$ cat src/rtl/gpio_ctrl_pkg.sv
// Shared constants for the GPIO peripheral: register offsets and the SoC address map.
package gpio_ctrl_pkg;

    localparam logic [31:0] SOC_IMEM_BASE  = 32'h0000_0000;
    localparam logic [31:0] SOC_DMEM_BASE  = 32'h1000_0000;
    localparam logic [31:0] GPIO_BASE_ADDR = 32'hFFFF_0000;

    localparam logic [1:0] GPIO_REG_LED   = 2'd0;
    localparam logic [1:0] GPIO_REG_BTN   = 2'd1;
    localparam logic [1:0] GPIO_REG_EDGE  = 2'd2;
    localparam logic [1:0] GPIO_REG_IRQEN = 2'd3;

endpackage

$ cat src/rtl/gpio_ctrl_if.sv
// CPU-side bus of the GPIO peripheral: decoder select, word offset, strobes and data.
interface gpio_ctrl_if;

    logic        sel;
    logic [1:0]  addr;
    logic        we;
    logic        re;
    logic [31:0] wdata;
    logic [31:0] rdata;

    modport master (output sel, output addr, output we, output re, output wdata, input rdata);
    modport slave  (input sel, input addr, input we, input re, input wdata, output rdata);

endinterface

$ cat src/rtl/btn_debounce.sv
// One button: 2-flop synchroniser, stability counter and debounced level with a
// single-cycle rising pulse coincident with the level update.
module btn_debounce #(
    parameter int DEBOUNCE_CYCLES = 16,
    parameter int CNT_W           = $clog2(DEBOUNCE_CYCLES) + 1
) (
    input  logic g_clk,
    input  logic g_rst,
    input  logic i_btn,
    output logic o_level,
    output logic o_rise
);

    localparam logic [CNT_W-1:0] CNT_MAX = CNT_W'(DEBOUNCE_CYCLES - 1);

    logic             r_sync1;
    logic             r_sync2;
    logic             r_stable;
    logic [CNT_W-1:0] r_cnt;
    logic             w_expire;

    assign w_expire = (r_sync2 != r_stable) && (r_cnt == CNT_MAX);

    // NOTE: sequential state uses non-blocking assignments so every flop samples pre-edge values.
    always_ff @(posedge g_clk or posedge g_rst) begin
        if (g_rst) begin
            r_sync1  <= 1'b0;
            r_sync2  <= 1'b0;
            r_stable <= 1'b0;
            r_cnt    <= '0;
        end else begin
            r_sync1 <= i_btn;
            r_sync2 <= r_sync1;
            if (r_sync2 == r_stable) begin
                r_cnt <= '0;
            end else if (r_cnt == CNT_MAX) begin
                r_stable <= r_sync2;
                r_cnt    <= '0;
            end else begin
                r_cnt <= r_cnt + CNT_W'(1);
            end
        end
    end

    assign o_level = r_stable;
    assign o_rise  = w_expire & r_sync2;

endmodule

$ cat src/rtl/gpio_ctrl.sv
// GPIO peripheral: LED register, debounced buttons, sticky W1C edge flags and a
// maskable level interrupt, behind a registered-read CPU bus.
module gpio_ctrl
    import gpio_ctrl_pkg::*;
#(
    parameter int N_LEDS          = 9,
    parameter int N_BTNS          = 8,
    parameter int DEBOUNCE_CYCLES = 16,
    parameter int CNT_W           = $clog2(DEBOUNCE_CYCLES) + 1
) (
    input  logic              g_clk,
    input  logic              g_rst,
    gpio_ctrl_if.slave        bus,
    input  logic [N_BTNS-1:0] g_buttons,
    output logic [N_LEDS-1:0] g_leds,
    output logic              irq
);

    logic [N_LEDS-1:0] r_led_out;
    logic [N_BTNS-1:0] r_btn_edge;
    logic [N_BTNS-1:0] r_irq_en;
    logic [31:0]       r_rdata;

    logic [N_BTNS-1:0] w_level;
    logic [N_BTNS-1:0] w_rise;
    logic [N_BTNS-1:0] w_clr;
    logic [31:0]       w_rd_val;
    logic              w_wr;
    logic              w_rd;
    logic              w_unused_wdata;

    for (genvar i = 0; i < N_BTNS; i++) begin : g_btn
        btn_debounce #(
            .DEBOUNCE_CYCLES (DEBOUNCE_CYCLES),
            .CNT_W           (CNT_W)
        ) u_btn_debounce (
            .g_clk   (g_clk),
            .g_rst   (g_rst),
            .i_btn   (g_buttons[i]),
            .o_level (w_level[i]),
            .o_rise  (w_rise[i])
        );
    end

    assign w_wr  = bus.sel & bus.we;
    assign w_rd  = bus.sel & bus.re;
    assign w_clr = (w_wr && bus.addr == GPIO_REG_EDGE) ? bus.wdata[N_BTNS-1:0] : '0;

    // Only the low N bits of wdata land in registers; the rest are deliberately dropped.
    assign w_unused_wdata = ^bus.wdata;

    // NOTE: default assigned before the case so no path leaves w_rd_val unassigned (no latch).
    always_comb begin
        w_rd_val = '0;
        case (bus.addr)
            GPIO_REG_LED:   w_rd_val = 32'(r_led_out);
            GPIO_REG_BTN:   w_rd_val = 32'(w_level);
            GPIO_REG_EDGE:  w_rd_val = 32'(r_btn_edge);
            GPIO_REG_IRQEN: w_rd_val = 32'(r_irq_en);
            default:        w_rd_val = '0;
        endcase
    end

    always_ff @(posedge g_clk or posedge g_rst) begin
        if (g_rst) begin
            r_led_out  <= '0;
            r_btn_edge <= '0;
            r_irq_en   <= '0;
            r_rdata    <= '0;
        end else begin
            if (w_wr && bus.addr == GPIO_REG_LED) begin
                r_led_out <= bus.wdata[N_LEDS-1:0];
            end
            if (w_wr && bus.addr == GPIO_REG_IRQEN) begin
                r_irq_en <= bus.wdata[N_BTNS-1:0];
            end
            // A new edge arriving with its clear keeps the flag set.
            r_btn_edge <= (r_btn_edge & ~w_clr) | w_rise;
            if (w_rd) begin
                r_rdata <= w_rd_val;
            end
        end
    end

    assign bus.rdata = r_rdata;
    assign g_leds    = r_led_out;
    assign irq       = |(r_btn_edge & r_irq_en);

endmodule

$ cat src/flat_wrapper.sv
// flat-port wrapper written by rule: the top's interface ports become plain ports
module gpio_ctrl_flat import gpio_ctrl_pkg::*;
#(
    parameter int N_LEDS          = 9,
    parameter int N_BTNS          = 8,
    parameter int DEBOUNCE_CYCLES = 16,
    parameter int CNT_W           = $clog2(DEBOUNCE_CYCLES) + 1
)
  (g_clk, g_rst, g_buttons, g_leds, irq, bus_sel, bus_addr, bus_we, bus_re, bus_wdata, bus_rdata);
  gpio_ctrl_if bus_i ();
  input  logic g_clk;
  input  logic g_rst;
  input  logic [N_BTNS-1:0] g_buttons;
  output logic [N_LEDS-1:0] g_leds;
  output logic irq;
  input wire logic [$bits(bus_i.sel)-1:0] bus_sel;
  input wire logic [$bits(bus_i.addr)-1:0] bus_addr;
  input wire logic [$bits(bus_i.we)-1:0] bus_we;
  input wire logic [$bits(bus_i.re)-1:0] bus_re;
  input wire logic [$bits(bus_i.wdata)-1:0] bus_wdata;
  output wire logic [$bits(bus_i.rdata)-1:0] bus_rdata;
  assign bus_i.sel = bus_sel;
  assign bus_i.addr = bus_addr;
  assign bus_i.we = bus_we;
  assign bus_i.re = bus_re;
  assign bus_i.wdata = bus_wdata;
  assign bus_rdata = bus_i.rdata;
  gpio_ctrl #(.N_LEDS(N_LEDS), .N_BTNS(N_BTNS), .DEBOUNCE_CYCLES(DEBOUNCE_CYCLES), .CNT_W(CNT_W)) u_core (.g_clk(g_clk), .g_rst(g_rst), .bus(bus_i), .g_buttons(g_buttons), .g_leds(g_leds), .irq(irq));
endmodule
$ cat config.mk
export PLATFORM = sky130hd
export DESIGN_NAME = gpio_ctrl_flat
export DESIGN_NICKNAME = d
export VERILOG_FILES = /design/src/rtl/gpio_ctrl_pkg.sv /design/src/rtl/gpio_ctrl_if.sv /design/src/rtl/btn_debounce.sv /design/src/rtl/gpio_ctrl.sv /design/src/flat_wrapper.sv
export SDC_FILE = /design/constraint.sdc
export NUM_CORES = 1
export LEC_CHECK = 0
export BUFFER_PORTS_ARGS = -buffer_cell sky130_fd_sc_hd__buf_2
export CORE_MARGIN = 2
export CORE_UTILIZATION = 45
export DETAILED_ROUTE_END_ITERATION = 12
export PLACE_DENSITY = 0.7
export SYNTH_ARGS = -nofsm -noshare
export SYNTH_HDL_FRONTEND = slang
export SYNTH_SLANG_ARGS = --single-unit
$ cat constraint.sdc
create_clock -name g_clk -period 3.2 [get_ports g_clk]
set_input_delay 0.64 -clock g_clk [delete_from_list [all_inputs] [get_ports g_clk]]
set_output_delay 0.64 -clock g_clk [all_outputs]
set_load 0.05 [all_outputs]
# After elaboration in Yosys (flattened, before gate mapping)
# Index checks and enable logic that the tools add are counted.
# W data, S select, Z words.
dict set report word_totals {
  output_inout_bits 42
  regBits 121
}
dict set report classes {
  n_reduce_logical 21
  n_mux 18
  addsub 8
  n_eq_ne 27
  bitwise_logic 22
}
# cell count
set op_table {}
lappend op_table {{$pmux W32 S4} 1}
lappend op_table {{$mux W5} 16}
lappend op_table {{$add A5 B1 Y5 const B} 8}
lappend op_table {{$eq A5 B4 Y1 const B} 8}
lappend op_table {{$and A8 B8 Y8} 2}
lappend op_table {{$reduce_and A2 Y1} 8}
lappend op_table {{$logic_and A1 B1 Y1} 11}
lappend op_table {{$and A1 B1 Y1} 10}
lappend op_table {{$eq A1 B1 Y1} 8}
lappend op_table {{$mux W8} 1}
lappend op_table {{$ne A1 B1 Y1} 8}
lappend op_table {{$not A1 Y1} 8}
lappend op_table {{$not A8 Y8} 1}
lappend op_table {{$or A8 B8 Y8} 1}
lappend op_table {{$reduce_or A8 Y1} 1}
lappend op_table {{$eq A2 B2 Y1 const B} 2}
lappend op_table {{$eq A2 B1 Y1 const B} 1}
lappend op_table {{$logic_not A2 Y1} 1}

# Logic depth before layout (Yosys ltp)
# Gate-level depths: netlist (run 1).
dict set report logic_depth {
  ltp_word 6
  ltp_mapped 5
  ltp_nobuf 4
}

# By module
# A second synthesis (run 1) with hierarchy kept.
dict set report unflattened {
  cells_unflattened 331
  area_unflattened_um2 4255.3
}
# mod cells_each instances area_each_um2
set by_module_without_submodules {}
lappend by_module_without_submodules {btn_debounce 25 8 316.6}
lappend by_module_without_submodules {gpio_ctrl 131 1 1722.9}

# Worst setup path before layout (run 1)
# Ideal clock, no wire load.
dict set report synth_path {
  kind {register to output}
  from {register u_core.r_btn_edge[4]}
  to {output port irq}
  arrival_ns 1.041
  required_time_ns 2.560
  path_slack_ns 1.519
  path_stages_with_launch 3
  cell_sequence {dfrtp_1 a22oi_1 nand4_1}
}
dict set report synth_via {
  elab_chain_len 2
}
# element line
set synth_rtl {}
lappend synth_rtl {{start: declaration} gpio_ctrl.sv:20} ;# logic [N_BTNS-1:0] r_btn_edge;
lappend synth_rtl {{start signal: assignment} gpio_ctrl.sv:78} ;# r_btn_edge <= (r_btn_edge & ~w_clr) | w_rise;
lappend synth_rtl {{$and A8 B8 Y8} gpio_ctrl.sv:87} ;# assign irq = |(r_btn_edge & r_irq_en);
lappend synth_rtl {{$reduce_or A8 Y1} gpio_ctrl.sv:87}
lappend synth_rtl {{end: declaration} flat_wrapper.sv:15} ;# output logic irq;
# No other way between the ends.

# Worst setup path after layout (run 1)
dict set report layout_path {
  from {register u_core.r_btn_edge[0]}
  to {output port irq}
}
# Same word-level chain as after synthesis.

==> flow_metrics.py, run 1 <==
metrics = {
    "die": {
        "dieArea_mm2": 0.0101,
        "die_h_um": 100,
        "initial_core_util_pct": 45.8,
        "coreArea_mm2": 0.00911,
        "num_rows": 35,
        "pin_count": 89,
        "die-width_um": 100,
    },
    "placed_design": {
        "gp_congestion": 0.782,
        "hpwl_um": 4920,
        "placed_area_mm2": 0.00442,
        "io_buffers": 42,
        "pre_cts_ws_ps": 1190,
    },
    "clock_tree": {
        "clk_pin_slew_ps": 90,
        "ctsResizeCount": 0,
        "cts_hold_buf": 0,
        "clock-sinks": 98,
        "clockBufferDepth": 2,
        "cts_inserted_buffers": 9,
        "clock_latency_ps": 360,
        "htree_levels": 3,
        "clockRootBuffer": "clkbuf_8",
        "cts_tree": "built",
        "cts_setup_buffers": 0,
    },
    "timing": {
        "drv_slew": 0,
        "fin_setup_tns_ps": 0,
        "slew_headroom_pct": 61.1,
        "tightestPinTransition_ps": 584,
        "worst_slack_ps": 1190,
        "final-setup-viol-count": 0,
        "period_share_pct": 62.9,
        "timing.final.crit_period_ps": 2010,
        "hold_violations": 0,
        "fin_skew_ps": 5.05,
        "fmax_mhz": 497,
        "rsz0062_at_grt": "false",
    },
    "critical_path": {
        "ff2ff_path_depth": 4,
        "crit_slowest_cell": "dfrtp_1",
        "critPathKind": "flop to output port",
        "worst-path-buf-inv": 1,
        "required_ps": 2560,
        "crit_path_cell_trace": "a22oi_1 > nand4_1 > buf_2",
        "critPathMaxFanout": 3,
        "cp_num_cells": 3,
        "worstSetupEndpointType": "output port",
        "worstSetupStartpointType": "flop",
        "crit_family": "flip-flops",
        "arrival_ps": 1370,
        "max_stage_delay_ps": 410,
    },
    "drt": {
        "drc": 0,
        "antenna_left": 0,
        "num_vias": 2480,
        "finalWirelength_um": 7070,
        "routedWlPerCell_um": 14.2,
        "first_pass_iters": 4,
        "drt_iter0_drc": 131,
        "avgViaCountPerCell": 4.98,
    },
    "yosys": {
        "yosys-top-cells-area": "dfrtp_1 (59%), xor2_1 (5.0%), buf_4 (4.3%)",
        "yosysSeqAreaShare_pct": 58.8,
        "synth-main-ff-cell": "dfrtp_1",
        "synth_top_area_share_pct": 58.8,
        "yosysTopAreaCell": "dfrtp_1",
        "netlist_top_cells_count": "dfrtp_1 (98), nor2_1 (29), buf_4 (24), xor2_1 (24), nand2_1 (19)",
        "syn_area_mm2": 0.00417,
        "synth.avg_cell_area_um2": 12.5,
        "synth_seq_cells": 98,
        "synthArstFlopShare_pct": 100,
        "synth_warnings": 0,
        "synth_most_common_cell": "dfrtp_1",
        "synth.distinct_cells": 27,
        "synth_edf_count": 0,
        "synth_cells": 334,
    },
    "global_route": {
        "grt_pass1_vias": 2499,
        "antenna_found_initial": 0,
        "grt_max_degree": 52,
        "grt_usage_pct": 15.1,
        "grt_pass1_wl_um": 11600,
        "grt_overflow_total": 0,
    },
    "pwr": {
        "clkPwrFrac_pct": 33.9,
        "switching_share_pct": 28.6,
        "power.leakage_nw": 2.39,
        "p_per_area_mw_per_mm2": 613,
        "p_sw_w": 0.000820,
        "internal_power_w": 0.00204,
        "irDropWorstVdd_v": 0.000232,
        "combPwrFrac_pct": 16.7,
        "seq_power_share_pct": 49.4,
    },
    "job": {
        "maxCapViolCount": 0,
    },
    "run_status": {
        "status": "completed",
    },
    "layout": {
        "nets": 437,
        "stdcell_area_mm2": 0.00467,
        "drive_gt1_share_pct": 23.0,
        "area_growth_pct": 12.0,
        "n_antenna_cell": 0,
    },
    "min_path": {
        "min_path_type": "input pin to asynchronous set/reset pin",
    },
}
==> worst register-to-register path: stages (launching register included) <==
cell,delay (ps)
dfrtp_1,390
ha_1,210
nand3_1,110
nor2_1,160
mux2_2,350
==> cell families after synthesis <==
family | synth area share [%]
AOI/OAI and AO/OA | 5.40
xor gates and xnor gates | 5.04
adders and majority gates | 2.40
buffers and inverters | 6.45
DFF | 58.8
muxes | 11.4
other | 0.0899
and+or+nand+nor | 10.5
==> layout make-up <==
cell class / count / area [um^2]
Multi-Input combinational cell: 215 / 1530
Clock inverter: 4 / 97.6
Fill cell: 811 / 4440
Timing Repair Buffer: 44 / 238
Inverter: 14 / 56.3
Sequential cell: 98 / 2450
Tap cell: 111 / 139
Clock buffer: 12 / 155
==> through the flow <==
step	utilization [%]	std cells	total power, W	hold slack, ps
2_1_floorplan	-	356	0.00182	331
3_3_place_gp	48.5	482	0.00191	331
3_5_place_dp	48.5	482	0.00192	336
4_1_cts	51.3	498	0.00289	347
5_1_grt	51.3	498	0.00299	354
6_report	51.3	498	0.00286	336
==> layout by cell type, fill, tap and decap left out, types with 9 or more instances in the layout <==
| master | synthesis | routed |
|---|---|---|
| and2_1 | 11 | 11 |
| mux2i_1 | 16 | 16 |
| inv_1 | 14 | 13 |
| o21ai_0 | 9 | 9 |
| conb_1 | 1 | 23 |
| nand2_1 | 19 | 19 |
| mux2_2 | 16 | 16 |
| dfrtp_1 | 98 | 98 |
| mux2_4 | 9 | 9 |
| nor2_1 | 29 | 29 |
| clkbuf_8 | 0 | 11 |
| nand3_1 | 17 | 17 |
| xor2_1 | 24 | 24 |
| buf_2 | 2 | 42 |
==> registers in the layout, indices dropped and copies added (netlist names) <==
register / cells
u_core.g_btn.u_btn_debounce.r_sync2: 8
u_core.g_leds: 9
u_core.g_btn.u_btn_debounce.o_level: 8
u_core.r_irq_en: 8
u_core.r_btn_edge: 8
u_core.g_btn.u_btn_debounce.r_sync1: 8
u_core.bus.rdata: 9
u_core.g_btn.u_btn_debounce.r_cnt: 40
==> path summary, 6_finish.rpt <==
| kind | from | endpoint | slack, ps |
|---|---|---|---|
| worst max-delay path | u_core.r_btn_edge[0] | irq | 1190 |
| worst min-delay path | g_rst | u_core.bus.rdata[8] | 340 |
| worst max register to register | u_core.g_btn[4].u_btn_debounce.r_cnt[0] | u_core.g_btn[4].u_btn_debounce.o_level | 1880 |
| worst min register to register | u_core.g_btn[7].u_btn_debounce.r_sync1 | u_core.g_btn[7].u_btn_debounce.r_sync2 | 350 |
| max in group asynchronous | g_rst | u_core.g_btn[2].u_btn_debounce.r_sync1 | 2320 |
| min in group g_clk | u_core.g_btn[7].u_btn_debounce.r_sync1 | u_core.g_btn[7].u_btn_debounce.r_sync2 | 350 |
==> power groups by stage <==
| stage | Clock, W | Combinational (W) | Sequential [W] |
|---|---|---|---|
| final | 0.000971 | 0.000478 | 0.00142 |
| after global routing | 0.00105 | 0.000513 | 0.00143 |
| after CTS | 0.000992 | 0.000483 | 0.00142 |
| after detailed placement | 0 | 0.000481 | 0.00144 |
| after global placement | 0 | 0.000473 | 0.00144 |
| after floorplan | 0 | 0.000249 | 0.00157 |
==> per-layer routing <==
metal / global-route usage [%] / up-vias / wire, um
li1: - / 1187 / -
met1: 20.1 / 1232 / 3360
met2: 23.4 / 53 / 3290
met3: 4.32 / 8 / 308
met4: 6.01 / 0 / 106
met5: 0 / - / 0
Power figures use the tool's default switching activity.
==> run 2: changes to the inputs <==
--- a/config.mk
+++ b/config.mk
@@ -5,11 +5,12 @@
 export SDC_FILE = /design/constraint.sdc
 export NUM_CORES = 1
 export LEC_CHECK = 0
+export ABC_AREA = 1
 export BUFFER_PORTS_ARGS = -buffer_cell sky130_fd_sc_hd__buf_2
 export CORE_MARGIN = 2
 export CORE_UTILIZATION = 45
 export DETAILED_ROUTE_END_ITERATION = 12
-export PLACE_DENSITY = 0.7
+export PLACE_DENSITY = 0.68
 export SYNTH_ARGS = -nofsm -noshare
 export SYNTH_HDL_FRONTEND = slang
 export SYNTH_SLANG_ARGS = --single-unit
==> constraint.sdc (replaced) <==
create_clock -name g_clk -period 2 [get_ports g_clk]
set_input_delay 0.4 -clock g_clk [delete_from_list [all_inputs] [get_ports g_clk]]
set_output_delay 0.4 -clock g_clk [all_outputs]
set_load 0.05 [all_outputs]
==> flow_metrics.py, run 2 <==
metrics = {
    "run_status": {
        "status": "completed",
    },
    "critical_path": {
        "worstSetupStartpointType": "flop",
        "critPathKind": "flop to output port",
        "worstSetupEndpointType": "output port",
        "critPathMaxFanout": 3,
        "required_ps": 1600,
        "arrival_ps": 1380,
    },
    "die": {
        "die-width_um": 102,
        "die_h_um": 102,
        "pin_count": 89,
        "dieArea_mm2": 0.0104,
        "initial_core_util_pct": 46.6,
        "num_rows": 35,
        "coreArea_mm2": 0.00924,
    },
    "timing": {
        "fin_hold_ws_ps": 122,
        "timing.final.crit_period_ps": 1780,
        "hold_violations": 0,
        "fin_skew_ps": 9.24,
        "fmax_mhz": 561,
        "rsz0062_at_grt": "false",
        "drv_slew": 0,
        "tightestPinTransition_ps": 655,
        "final-setup-viol-count": 0,
        "period_share_pct": 89.2,
        "slew_headroom_pct": 56.2,
        "fin_setup_tns_ps": 0,
    },
    "layout": {
        "n_antenna_cell": 0,
        "drive_gt1_share_pct": 12.5,
        "nets": 586,
        "area_growth_pct": 11.0,
        "final_common_cell": "dfrtp_1",
        "stdcell_area_mm2": 0.00477,
        "final_cell_mix": "dfrtp_1 (98), nand2_1 (95), nor2_1 (73)",
        "regMostFlops": "u_core.g_btn.u_btn_debounce.r_cnt",
        "largest_reg_flops": 40,
    },
    "clock_tree": {
        "htree_levels": 3,
        "clock_latency_ps": 360,
        "cts_inserted_buffers": 9,
        "clk_pin_slew_ps": 90,
        "clockRootBuffer": "clkbuf_8",
        "ctsResizeCount": 0,
        "clockBufferDepth": 2,
        "cts_tree": "built",
        "cts_hold_buf": 0,
        "clock-sinks": 98,
        "cts_setup_buffers": 0,
    },
    "pwr": {
        "irDropWorstVdd_v": 0.000448,
        "p_per_area_mw_per_mm2": 914,
        "power.leakage_nw": 2.40,
    },
    "placed_design": {
        "gp_congestion": 0.750,
        "io_buffers": 42,
        "placed_area_mm2": 0.00458,
        "hpwl_um": 5470,
    },
    "yosys": {
        "synth_top_area_share_pct": 57.0,
        "syn_area_mm2": 0.00430,
        "synth.distinct_cells": 22,
        "yosysSeqAreaShare_pct": 57.0,
        "synthArstFlopShare_pct": 100,
        "yosysTopAreaCell": "dfrtp_1",
        "synth_edf_count": 0,
        "synth-main-ff-cell": "dfrtp_1",
        "synth.avg_cell_area_um2": 8.92,
        "yosys-top-cells-area": "dfrtp_1 (57%), nand2_1 (8.3%), nor2_1 (6.4%)",
        "netlist_top_cells_count": "dfrtp_1 (98), nand2_1 (95), nor2_1 (73)",
        "synth_seq_cells": 98,
        "synth_warnings": 0,
        "synth_cells": 482,
        "synth_most_common_cell": "dfrtp_1",
    },
    "drt": {
        "drc": 0,
        "first_pass_iters": 4,
        "routedWlPerCell_um": 11.7,
        "antenna_left": 0,
        "finalWirelength_um": 7790,
        "avgViaCountPerCell": 4.71,
        "drt_iter0_drc": 146,
        "num_vias": 3128,
    },
    "global_route": {
        "grt_max_degree": 99,
        "grt_pass1_wl_um": 13600,
        "grt_overflow_total": 0,
        "antenna_found_initial": 0,
        "grt_usage_pct": 16.9,
        "grt_pass1_vias": 3052,
    },
    "job": {
        "maxCapViolCount": 0,
    },
    "min_path": {
        "min_path_type": "input pin to asynchronous set/reset pin",
    },
}
==> run 2: cell types whose count changed after synthesis, sizes merged, moves of 16 or more <==
cell,delta
xor2,-16
mux2,-25
inv,+45
o21ai,+26
mux2i,-16
nand2,+79
nor2,+45
==> run 2: stage by stage <==
| stage | power, W | setup WS (ps) | std cells | utilization, % |
|---|---|---|---|---|
| 5_1_grt | 0.00461 | 112 | 664 | 51.7 |
| 3_3_place_gp | 0.00313 | 502 | 649 | 49.6 |
| 2_1_floorplan | 0.00298 | 438 | 504 | - |
| 3_5_place_dp | 0.00315 | 489 | 649 | 49.6 |
| 6_report | 0.00436 | 217 | 664 | 51.7 |
| 4_1_cts | 0.00441 | 187 | 664 | 51.7 |
==> run 2: per-layer routing <==
metal / global-route usage [%] / vias to the layer above / routed length [um]
li1: - / 1560 / -
met1: 21.7 / 1475 / 3640
met2: 27.4 / 83 / 3630
met3: 3.86 / 10 / 384
met4: 7.80 / 0 / 127
met5: 0 / - / 0
==> run 2: logic make-up after synthesis <==
family,count (synthesis),synth area share (%)
DFF,98,57.0
AOI/OAI and AO/OA,57,7.13
xor gates and xnor gates,8,1.63
and+or+nand+nor,222,21.7
adders and majority gates,8,2.33
other,1,0.0872
buffers and inverters,88,10.1
==> run 2: final timing paths <==
path,start,end,slack (ps),cells past startpoint
worst max-delay path,u_core.r_btn_edge[1],irq,220,5
worst max register to register,u_core.g_btn[0].u_btn_debounce.r_cnt[0],u_core.g_btn[0].u_btn_debounce.r_cnt[3],730,6
min in group g_clk,g_buttons[3],u_core.g_btn[3].u_btn_debounce.r_sync1,130,1
worst min register to register,u_core.g_btn[2].u_btn_debounce.r_sync1,u_core.g_btn[2].u_btn_debounce.r_sync2,350,0
max in group asynchronous,g_rst,u_core.g_btn[2].u_btn_debounce.r_cnt[1],1400,3
worst min-delay path,g_rst,u_core.g_btn[5].u_btn_debounce.r_sync2,120,3
==> run 2: final cells by class <==
class	count	area (um^2)
fillers	868	4470
flip-flops and latches	98	2450
multi-input cells	318	1500
repair buffers	45	245
inverters	59	225
well taps	129	161
clock buffers	10	138
clock inverters	5	55.1
==> run 2: worst max-delay path, cell delays in order (launching register included) <==
cell     delay [ps]
dfrtp_1         400
nand2_1          90
nand2_1          60
nor2_1          100
nand4_1         130
buf_2           240
==> run 2: power by group <==
part	internal [W]	switching, W
Sequential	0.00216	0.000124
Clock	0.000601	0.000657
Combinational	0.000203	0.000621
Total	0.00296	0.00140
